**src/rtl/cordic_req_bridge.sv**
```systemverilog
// Purpose : queues Q16.16 requests, runs the CORDIC engine's enable/done protocol, returns tagged results.
// Latency : pop one edge after a push into an empty FIFO; rsp_valid the cycle after the sampled cor_done rise.
// Backpr. : req_ready drops while the FIFO is full; a held response (rsp_ready low) stalls the FSM but not pushes.
//
// Ports:
//   clk, rst                  clock and synchronous active-low reset
//   req_valid/req_ready       request handshake carrying req_op, req_x/y/z, req_tag
//   rsp_valid/rsp_ready       response handshake carrying rsp_result, rsp_tag, rsp_err
//   cor_enable/cor_operation  engine start pulse and op code; cor_x/y/z engine operands
//   cor_result/cor_done       engine result and completion flag
//
// Optional feature: define CORDIC_BRIDGE_TIMEOUT_EN to bound the WAIT state to TIMEOUT cycles,
// after which an error response (result 0) is returned.
module cordic_req_bridge #(
    parameter int WIDTH   = 32,
    parameter int DEPTH   = 4,
    parameter int TAG_W   = 4,
    parameter int TIMEOUT = 64
) (
    input  logic             clk,
    input  logic             rst,
    input  logic             req_valid,
    output logic             req_ready,
    input  logic [2:0]       req_op,
    input  logic [WIDTH-1:0] req_x,
    input  logic [WIDTH-1:0] req_y,
    input  logic [WIDTH-1:0] req_z,
    input  logic [TAG_W-1:0] req_tag,
    output logic             rsp_valid,
    input  logic             rsp_ready,
    output logic [WIDTH-1:0] rsp_result,
    output logic [TAG_W-1:0] rsp_tag,
    output logic             rsp_err,
    output logic             cor_enable,
    output logic [2:0]       cor_operation,
    output logic [WIDTH-1:0] cor_x,
    output logic [WIDTH-1:0] cor_y,
    output logic [WIDTH-1:0] cor_z,
    input  logic [WIDTH-1:0] cor_result,
    input  logic             cor_done
);

    localparam int PTR_W = $clog2(DEPTH);
    localparam int CNT_W = PTR_W + 1;

    // Reject unusable parameter sets at elaboration time.
    if (DEPTH < 2 || (DEPTH & (DEPTH - 1)) != 0 || TIMEOUT < 1) begin : g_param_check
        $error("cordic_req_bridge: DEPTH must be a power of two >= 2 and TIMEOUT >= 1");
    end

    typedef struct packed {
        logic [2:0]       op;
        logic [WIDTH-1:0] x;
        logic [WIDTH-1:0] y;
        logic [WIDTH-1:0] z;
        logic [TAG_W-1:0] tag;
    } req_t;

    typedef enum logic [1:0] {
        S_IDLE,
        S_START,
        S_WAIT,
        S_RESP
    } state_t;

    // ------------------------------------------------------------------
    // Request FIFO
    // ------------------------------------------------------------------
    req_t             fifo_mem_q [DEPTH];
    logic [PTR_W-1:0] wr_ptr_q;
    logic [PTR_W-1:0] rd_ptr_q;
    logic [CNT_W-1:0] count_q;
    logic [CNT_W-1:0] count_d;
    logic             req_ready_q;
    logic             push;
    logic             pop;
    req_t             wr_entry;
    req_t             head;

    state_t           state_q;

    assign push     = req_valid & req_ready_q;
    // No bypass: only entries already stored at the start of the cycle can be popped.
    assign pop      = (state_q == S_IDLE) && (count_q != '0);
    assign head     = fifo_mem_q[rd_ptr_q];
    assign wr_entry = '{op: req_op, x: req_x, y: req_y, z: req_z, tag: req_tag};

    always_comb begin
        count_d = count_q;
        if (push && !pop) begin
            count_d = count_q + CNT_W'(1);
        end else if (pop && !push) begin
            count_d = count_q - CNT_W'(1);
        end
    end

    // Storage is not reset; validity is tracked by count_q alone.
    always_ff @(posedge clk) begin
        if (push) begin
            fifo_mem_q[wr_ptr_q] <= wr_entry;
        end
    end

    always_ff @(posedge clk) begin
        if (!rst) begin
            wr_ptr_q    <= '0;
            rd_ptr_q    <= '0;
            count_q     <= '0;
            req_ready_q <= 1'b0;
        end else begin
            // DEPTH is a power of two, so pointer wrap is the natural overflow.
            if (push) begin
                wr_ptr_q <= wr_ptr_q + PTR_W'(1);
            end
            if (pop) begin
                rd_ptr_q <= rd_ptr_q + PTR_W'(1);
            end
            count_q     <= count_d;
            req_ready_q <= (count_d != CNT_W'(DEPTH));
        end
    end

    // ------------------------------------------------------------------
    // Engine sequencing FSM (all outputs registered)
    // ------------------------------------------------------------------
    logic             done_q;
    logic             cor_enable_q;
    logic [2:0]       cor_op_q;
    logic [WIDTH-1:0] cor_x_q;
    logic [WIDTH-1:0] cor_y_q;
    logic [WIDTH-1:0] cor_z_q;
    logic             rsp_valid_q;
    logic             rsp_err_q;
    logic [WIDTH-1:0] rsp_result_q;
    logic [TAG_W-1:0] rsp_tag_q;
    logic             done_rise;

`ifdef CORDIC_BRIDGE_TIMEOUT_EN
    localparam int TO_W = $clog2(TIMEOUT + 1);
    logic [TO_W-1:0] wait_cnt_q;
`endif

    // Only a fresh rise counts; a done level held over from an earlier op is ignored.
    assign done_rise = cor_done & ~done_q;

    always_ff @(posedge clk) begin
        if (!rst) begin
            state_q      <= S_IDLE;
            done_q       <= 1'b0;
            cor_enable_q <= 1'b0;
            cor_op_q     <= '0;
            cor_x_q      <= '0;
            cor_y_q      <= '0;
            cor_z_q      <= '0;
            rsp_valid_q  <= 1'b0;
            rsp_err_q    <= 1'b0;
            rsp_result_q <= '0;
            rsp_tag_q    <= '0;
`ifdef CORDIC_BRIDGE_TIMEOUT_EN
            wait_cnt_q   <= '0;
`endif
        end else begin
            done_q       <= cor_done;
            cor_enable_q <= 1'b0;
            unique case (state_q)
                S_IDLE: begin
                    if (pop) begin
                        rsp_tag_q <= head.tag;
                        if (head.op < 3'd6) begin
                            // Operands only move on a valid op, so the engine pins
                            // stay untouched by invalid requests.
                            cor_op_q     <= head.op;
                            cor_x_q      <= head.x;
                            cor_y_q      <= head.y;
                            cor_z_q      <= head.z;
                            cor_enable_q <= 1'b1;
                            state_q      <= S_START;
                        end else begin
                            rsp_result_q <= '0;
                            rsp_err_q    <= 1'b1;
                            rsp_valid_q  <= 1'b1;
                            state_q      <= S_RESP;
                        end
                    end
                end
                S_START: begin
                    state_q <= S_WAIT;
`ifdef CORDIC_BRIDGE_TIMEOUT_EN
                    wait_cnt_q <= '0;
`endif
                end
                S_WAIT: begin
                    if (done_rise) begin
                        rsp_result_q <= cor_result;
                        rsp_err_q    <= 1'b0;
                        rsp_valid_q  <= 1'b1;
                        state_q      <= S_RESP;
                    end
`ifdef CORDIC_BRIDGE_TIMEOUT_EN
                    else if (wait_cnt_q == TO_W'(TIMEOUT - 1)) begin
                        rsp_result_q <= '0;
                        rsp_err_q    <= 1'b1;
                        rsp_valid_q  <= 1'b1;
                        state_q      <= S_RESP;
                    end else begin
                        wait_cnt_q <= wait_cnt_q + TO_W'(1);
                    end
`endif
                end
                S_RESP: begin
                    if (rsp_ready) begin
                        rsp_valid_q <= 1'b0;
                        state_q     <= S_IDLE;
                    end
                end
                default: state_q <= S_IDLE;
            endcase
        end
    end

    assign req_ready     = req_ready_q;
    assign rsp_valid     = rsp_valid_q;
    assign rsp_result    = rsp_result_q;
    assign rsp_tag       = rsp_tag_q;
    assign rsp_err       = rsp_err_q;
    assign cor_enable    = cor_enable_q;
    assign cor_operation = cor_op_q;
    assign cor_x         = cor_x_q;
    assign cor_y         = cor_y_q;
    assign cor_z         = cor_z_q;

endmodule
```
**config.mk**
```make
export PLATFORM = sky130hd
export DESIGN_NAME = cordic_req_bridge
export DESIGN_NICKNAME = d
export VERILOG_FILES = /design/src/rtl/cordic_req_bridge.sv
export SDC_FILE = /design/constraint.sdc
export NUM_CORES = 1
export LEC_CHECK = 0
export ABC_CLOCK_PERIOD_IN_PS = 3830
export BUFFER_PORTS_ARGS = -buffer_cell sky130_fd_sc_hd__buf_2
export CORE_ASPECT_RATIO = 0.8
export CORE_MARGIN = 2
export CORE_UTILIZATION = 40
export CTS_BUF_LIST = sky130_fd_sc_hd__clkbuf_8
export CTS_CLUSTER_DIAMETER = 80
export DETAILED_ROUTE_END_ITERATION = 8
export PLACE_DENSITY = 0.55
export SYNTH_ARGS = -nofsm -noshare
export SYNTH_HDL_FRONTEND = slang
export SYNTH_SLANG_ARGS = --single-unit
```
**constraint.sdc**
```tcl
create_clock -name clk -period 3.83 [get_ports clk]
set_input_delay 0.383 -clock clk [delete_from_list [all_inputs] [get_ports clk]]
set_output_delay 0.383 -clock clk [all_outputs]
set_load 0.005 [all_outputs]
```
# Word level (Yosys, flattened, before mapping)
# Memory sizes are Yosys's and may differ from the RTL's. A register that Yosys moved wholly into a read port is not among the register bits.
# Index checks and enable logic that the tools add are counted.
[totals]
ff_bits = 149
mem_bits_rw = 412
input_bits = 140
out_inout_bits = 139
wordCells = 70
mem_count = 1
[memory_table]
columns = ["memory", "depth", "width", "read_ports", "rd_clocked_by_memory_dff", "wr", "line", "source"]
rows = [
  ["fifo_mem_q", 4, 103, 1, 1, 1, "69", "req_t fifo_mem_q [DEPTH];"],
]
[op_classes]
add_sub_neg = 4
n_lt_le_gt_ge = 1
eq_ne = 8
muxes = 23
n_bitwise = 3
n_reduce_logical = 15
[ops]
columns = ["op", "n"]
rows = [
  ["$mux 32", 3],
  ["$pmux 32 s2", 1],
  ["$mux 2", 6],
  ["$reduce_and 3->1", 3],
  ["$mux 1", 8],
  ["$ne 2x2->1 const B", 4],
  ["$pmux 2 s4", 1],
  ["$mux 3", 2],
  ["$reduce_bool 3->1", 2],
  ["$reduce_and 5->1", 1],
  ["$add 2x1->2 const B", 2],
  ["$eq 2x2->1 const B", 2],
  ["$reduce_and 4->1", 1],
  ["$add 3x1->3 const B", 1],
  ["$logic_and 1x1->1", 3],
  ["$lt 3x3->1 const B", 1],
  ["$ne 3x3->1 const B", 1],
  ["$pmux 1 s3", 1],
  ["$sub 3x1->3 const B", 1],
  ["$and 1x1->1", 2],
  ["$eq 2x1->1 const B", 1],
  ["$logic_not 1->1", 2],
  ["$logic_not 2->1", 1],
  ["$pmux 1 s2", 1],
  ["3 further kinds", 3],
]

# Depth between registers and ports, before layout
[depth]
word_depth = 6
ltp_mapped = 10
ltp_nobuf = 7

# Worst setup path before layout
# OpenSTA, ideal clock, no wires.
[synth_timing]
path_kind = "register -> register"
startpoint = "register wr_ptr_q[0]"
endpoint = "memory fifo_mem_q[0][0] in the netlist's numbering, enable pin"
setup_ps = 474
t_arrival_ps = 2975
path_slack_ps = 381
path_stages_with_launch = 4
path_buffers = 0
period_less_slack_ps = 3449
cell_sequence = "dfxtp_1 -> inv_1 -> ha_1 -> and3_1"
[synth_lines]
columns = ["item", "line", "source"]
rows = [
  ["from (decl)", "70", "logic [PTR_W-1:0] wr_ptr_q;"],
  ["from (signal assigned)", "113", "wr_ptr_q <= wr_ptr_q + PTR_W'(1);"],
  ["to (decl)", "69", ""],
]
# No word-level cell before the write port.

==> run_results.csv <==
group,metric,value,unit
route,viasPerCell,5.04,
sta,slew_viol_final,0,
sta,fmax,0.362,GHz
sta,finalHoldViolCount,0,
synth,synth_top_area_cell,"edfxtp_1",
critical_path,cp_data_arrival_time,3.38,ns
critical_path,crit_slowest_cell,"nor2_8",
power_and_ir_drop,finalPower,17.3,mW
cts,clockBufferDepth,3,
critical_path,r2r_slack,1.07,ns
power_and_ir_drop,p_seq_share,46.2,%
route,finalWirelength,46.8,mm
critical_path,cp_top_family,"simple AND/OR/NAND/NOR gates",
power_and_ir_drop,p_sw_share,30.1,%
placed_design,dp_hpwl,26.5,mm
floorplanning,core,0.0513,mm2
synth,ys_ff_latch,563,
sta,fin_crit,2.76,ns
cts,cts_buffers,89,
critical_path,endpoint,"cor_y[19]",
placed_design,place_ws,0.993,ns
sta,tightestPinTransition,1.11,ns
synth,synth_top_area_share,59.4,%
synth,synth-seq-area-share,73.9,%
critical_path,worst-r2r-cell-count,6,
final_layout,post-route-util,50.9,%
placed_design,gp_congestion,0.731,
floorplanning,die_w,259,um
placed_design,numPortBuffers,278,
sta,setup_tns,0,ns
critical_path,r2r-end,"cor_y[19]",
route,num_vias,12369,
route,drt_first_pass_iters,5,
sta,finalCritPeriodShare,72.1,%
sta,setup_ws,1.07,ns
power_and_ir_drop,p_per_area,663,mW/mm2
power_and_ir_drop,p_clk_share,28.4,%
placed_design,dpl-instance-area,0.0230,mm2
sta,clock_skew,0.0331,ns
synth,syn_area,0.0208,mm2
floorplanning,io_pins,279,
cts,clk_pin_slew,0.06,ns
critical_path,crit_buf_inv,1,
cts,cts_max_level,3,
critical_path,path_depth,6,
job,cap_violations,0,
sta,slew_headroom,25.6,%
worst_hold_path,hold_path.class,"in -> reg",
final_layout,drive_gt1_share,30.3,%
synth,yosysWarnings,0,
cts,cts_resized,0,
global_route,grt.overflow.total,0,
power_and_ir_drop,internal-power,12.1,mW
power_and_ir_drop,p_comb_share,25.3,%
cts,root_buffer,"clkbuf_8",
critical_path,endpoint_kind,"flip-flop",
cts,cts_tree,"yes",
floorplanning,dieArea,0.0539,mm2
synth,synth.area.top_cells,"edfxtp_1 59%, dfxtp_1 15%, mux4_2 11%",
critical_path,cp-start-kind,"flip-flop",
final_layout,area_growth,25.3,%
sta,rsz0062_at_grt,"false",
power_and_ir_drop,irDropWorstVdd,368,uV
outcome,outcome,"finished clean",
floorplanning,floorplan.initialDensity,40.6,%
floorplanning,rows,74,
cts,clk_latency,0.69,ns
final_layout,nets,1844,
cts,clock_sink_count,563,
critical_path,slowest_delay,0.63,ns
power_and_ir_drop,power.leakage,9.36,nW
synth,netlist-cell-type-count,42,
critical_path,cp.required,4.45,ns
final_layout,postLayoutCellArea,0.0261,mm2
synth,syn_inst,1246,
route,antenna_left,0,
global_route,grtUsageTotal,17.3,%
critical_path,path_cells,"mux4_2 -> and2_1 -> nor2_8 -> buf_12 -> nand3_1 -> o21ai_1",
power_and_ir_drop,p_sw,5.21,mW
global_route,grt_pass1_vias,12615,
global_route,grt_pass1_wl,72.1,mm
route,wire_per_inst,19.1,um
sta,setup_viol,0,
global_route,grt_max_degree,92,
global_route,antenna_found_initial,4,
critical_path,cp_max_fo,48,
synth,synth.avg_cell_area,16.7,um2
route,drcViolationCount,0,
route,drt_first_iter_violations,848,
synth,syn-num-nets,1398,
floorplanning,die_h,208,um
critical_path,path_class,"reg -> reg",
==> worst register-to-register path, stage by stage, from the launching register on <==
cell and delay (ns):
dfxtp_4 0.60, mux4_2 0.58, and2_1 0.33, nor2_8 0.63, buf_12 0.32, nand3_1 0.13, o21ai_1 0.13
==> how the worst min path moves through the flow <==
stage | from | to | slack (ns) | cells past startpoint
final | rst | cor_z[17] | 0.09 | 3
after global routing | rst | cor_z[16] | 0.05 | 3
after CTS | rst | cor_z[16] | 0.02 | 3
after detailed placement | cor_z[4] | cor_z[4] | 0.44 | 2
after global placement | cor_x[1] | cor_x[1] | 0.43 | 2
after floorplan | cor_operation[0] | cor_operation[0] | 0.44 | 2
==> kinds of logic (layout without fill, tap and decap cells) <==
logic type / count (synthesis) / in the layout / share of synthesized area, %
AOI/OAI and AO/OA: 183 / 183 / 5.69
xor gates and xnor gates: 6 / 6 / 0.252
adders and majority gates: 13 / 13 / 0.769
buffers and inverters: 96 / 615 / 2.26
DFF: 563 / 563 / 73.9
muxes: 103 / 103 / 11.1
other: 0 / 3 / 0
and+or+nand+nor: 282 / 282 / 6.00
==> Yosys cell counts <==
cell type and instances:
xnor2_1 5, a22oi_1 30, nor2b_1 2, o21a_1 2, and3_1 6, nand3_1 101
nand3b_1 1, o221a_2 1, mux4_2 103, edfxtp_1 412, a211o_1 1, dfxtp_1 151
nand2_1 114, buf_1 4, maj3_1 1, o221ai_1 2, buf_4 4, a211oi_1 2
nor2_8 1, o22ai_1 1, a21oi_1 7, xor2_1 1, o21ai_0 64, nor2_1 45
a2111oi_0 1, buf_2 15, a221o_1 30, nor3_1 3, buf_8 1, nand2b_1 1
o31ai_2 1, buf_6 8, clkinv_1 1, ha_1 12, o21ai_1 38, nand4_1 4
a21boi_0 1, clkbuf_1 50, clkbuf_2 5, and2_1 4, a31oi_1 2, inv_1 8
==> final cells by class <==
class	count	area, um2
diodes	3	7.51
fillers	4342	25200
inverters	9	33.8
clock buffers	100	1380
flip-flops and latches	563	15400
repair buffers	442	3070
multi-input cells	587	5000
well taps	684	856
clock inverters	64	353
==> cells in the final DEF (no fill, tap or decap), drive strengths merged <==
master	count
nand3	101
a211oi	2
bufinv	2
and3	6
a21oi	7
o21ai	102
a221o	30
edfxtp	412
nand2b	1
nor2	46
clkinv	18
nand4	4
mux4	103
o31ai	1
a2111oi	1
and2	4
o221ai	2
nor2b	2
a21boi	1
nand2	114
dlygate4sd3	137
maj3	1
o221a	1
nor3	3
a22oi	30
o21a	2
dfxtp	151
nand3b	1
diode	3
xor2	1
a211o	1
xnor2	5
ha	12
buf	305
inv	53
clkbuf	100
a31oi	2
o22ai	1
==> state kept, by name, indices dropped and copies added, names as in the netlist, named ones only <==
register	flops
cor_enable	1
cor_operation	3
cor_x	32
cor_y	32
cor_z	32
count_q	3
done_q	1
fifo_mem_q	412
rd_ptr_q	2
req_ready	1
rsp_err	1
rsp_result	32
rsp_tag	4
rsp_valid	1
state_q	2
wr_ptr_q	2
==> routing by layer <==
metal  up-vias  global-route usage, %  wire, um  part of all wire (%)
li1       5776                      -         -                     -
met1      6191                   22.6     20600                    44
met2       324                   27.7     22100                    47
met3        76                   5.42      3110                   6.6
met4         2                   5.11      1010                   2.1
met5         -                      0        13                 0.028
==> through the flow <==
| stage | hold slack [ns] | cells |
|---|---|---|
| 5_1_grt | 0.0470 | 2451 |
| 3_5_place_dp | 0.438 | 2148 |
| 2_1_floorplan | 0.445 | 1246 |
| 3_3_place_gp | 0.433 | 2148 |
| 6_report | 0.0852 | 2452 |
| 4_1_cts | 0.0202 | 2449 |
==> what timing repair did <==
action / in CTS / in global routing
hold buffers: 137 / 0
setup buffers: 0 / 0
endpoints found under the hold margin: 446 / 0
==> power by group through the flow <==
stage                     Clock (mW)  Combinational, mW  Sequential, mW
after floorplan                    0               2.91            8.08
after global placement             0               4.35            8.10
after detailed placement           0               4.37            8.13
after CTS                       5.09               4.49            8.02
after global routing            5.35               4.84            8.11
final                           4.92               4.38            8.00
(Power assumes the default switching activity.)
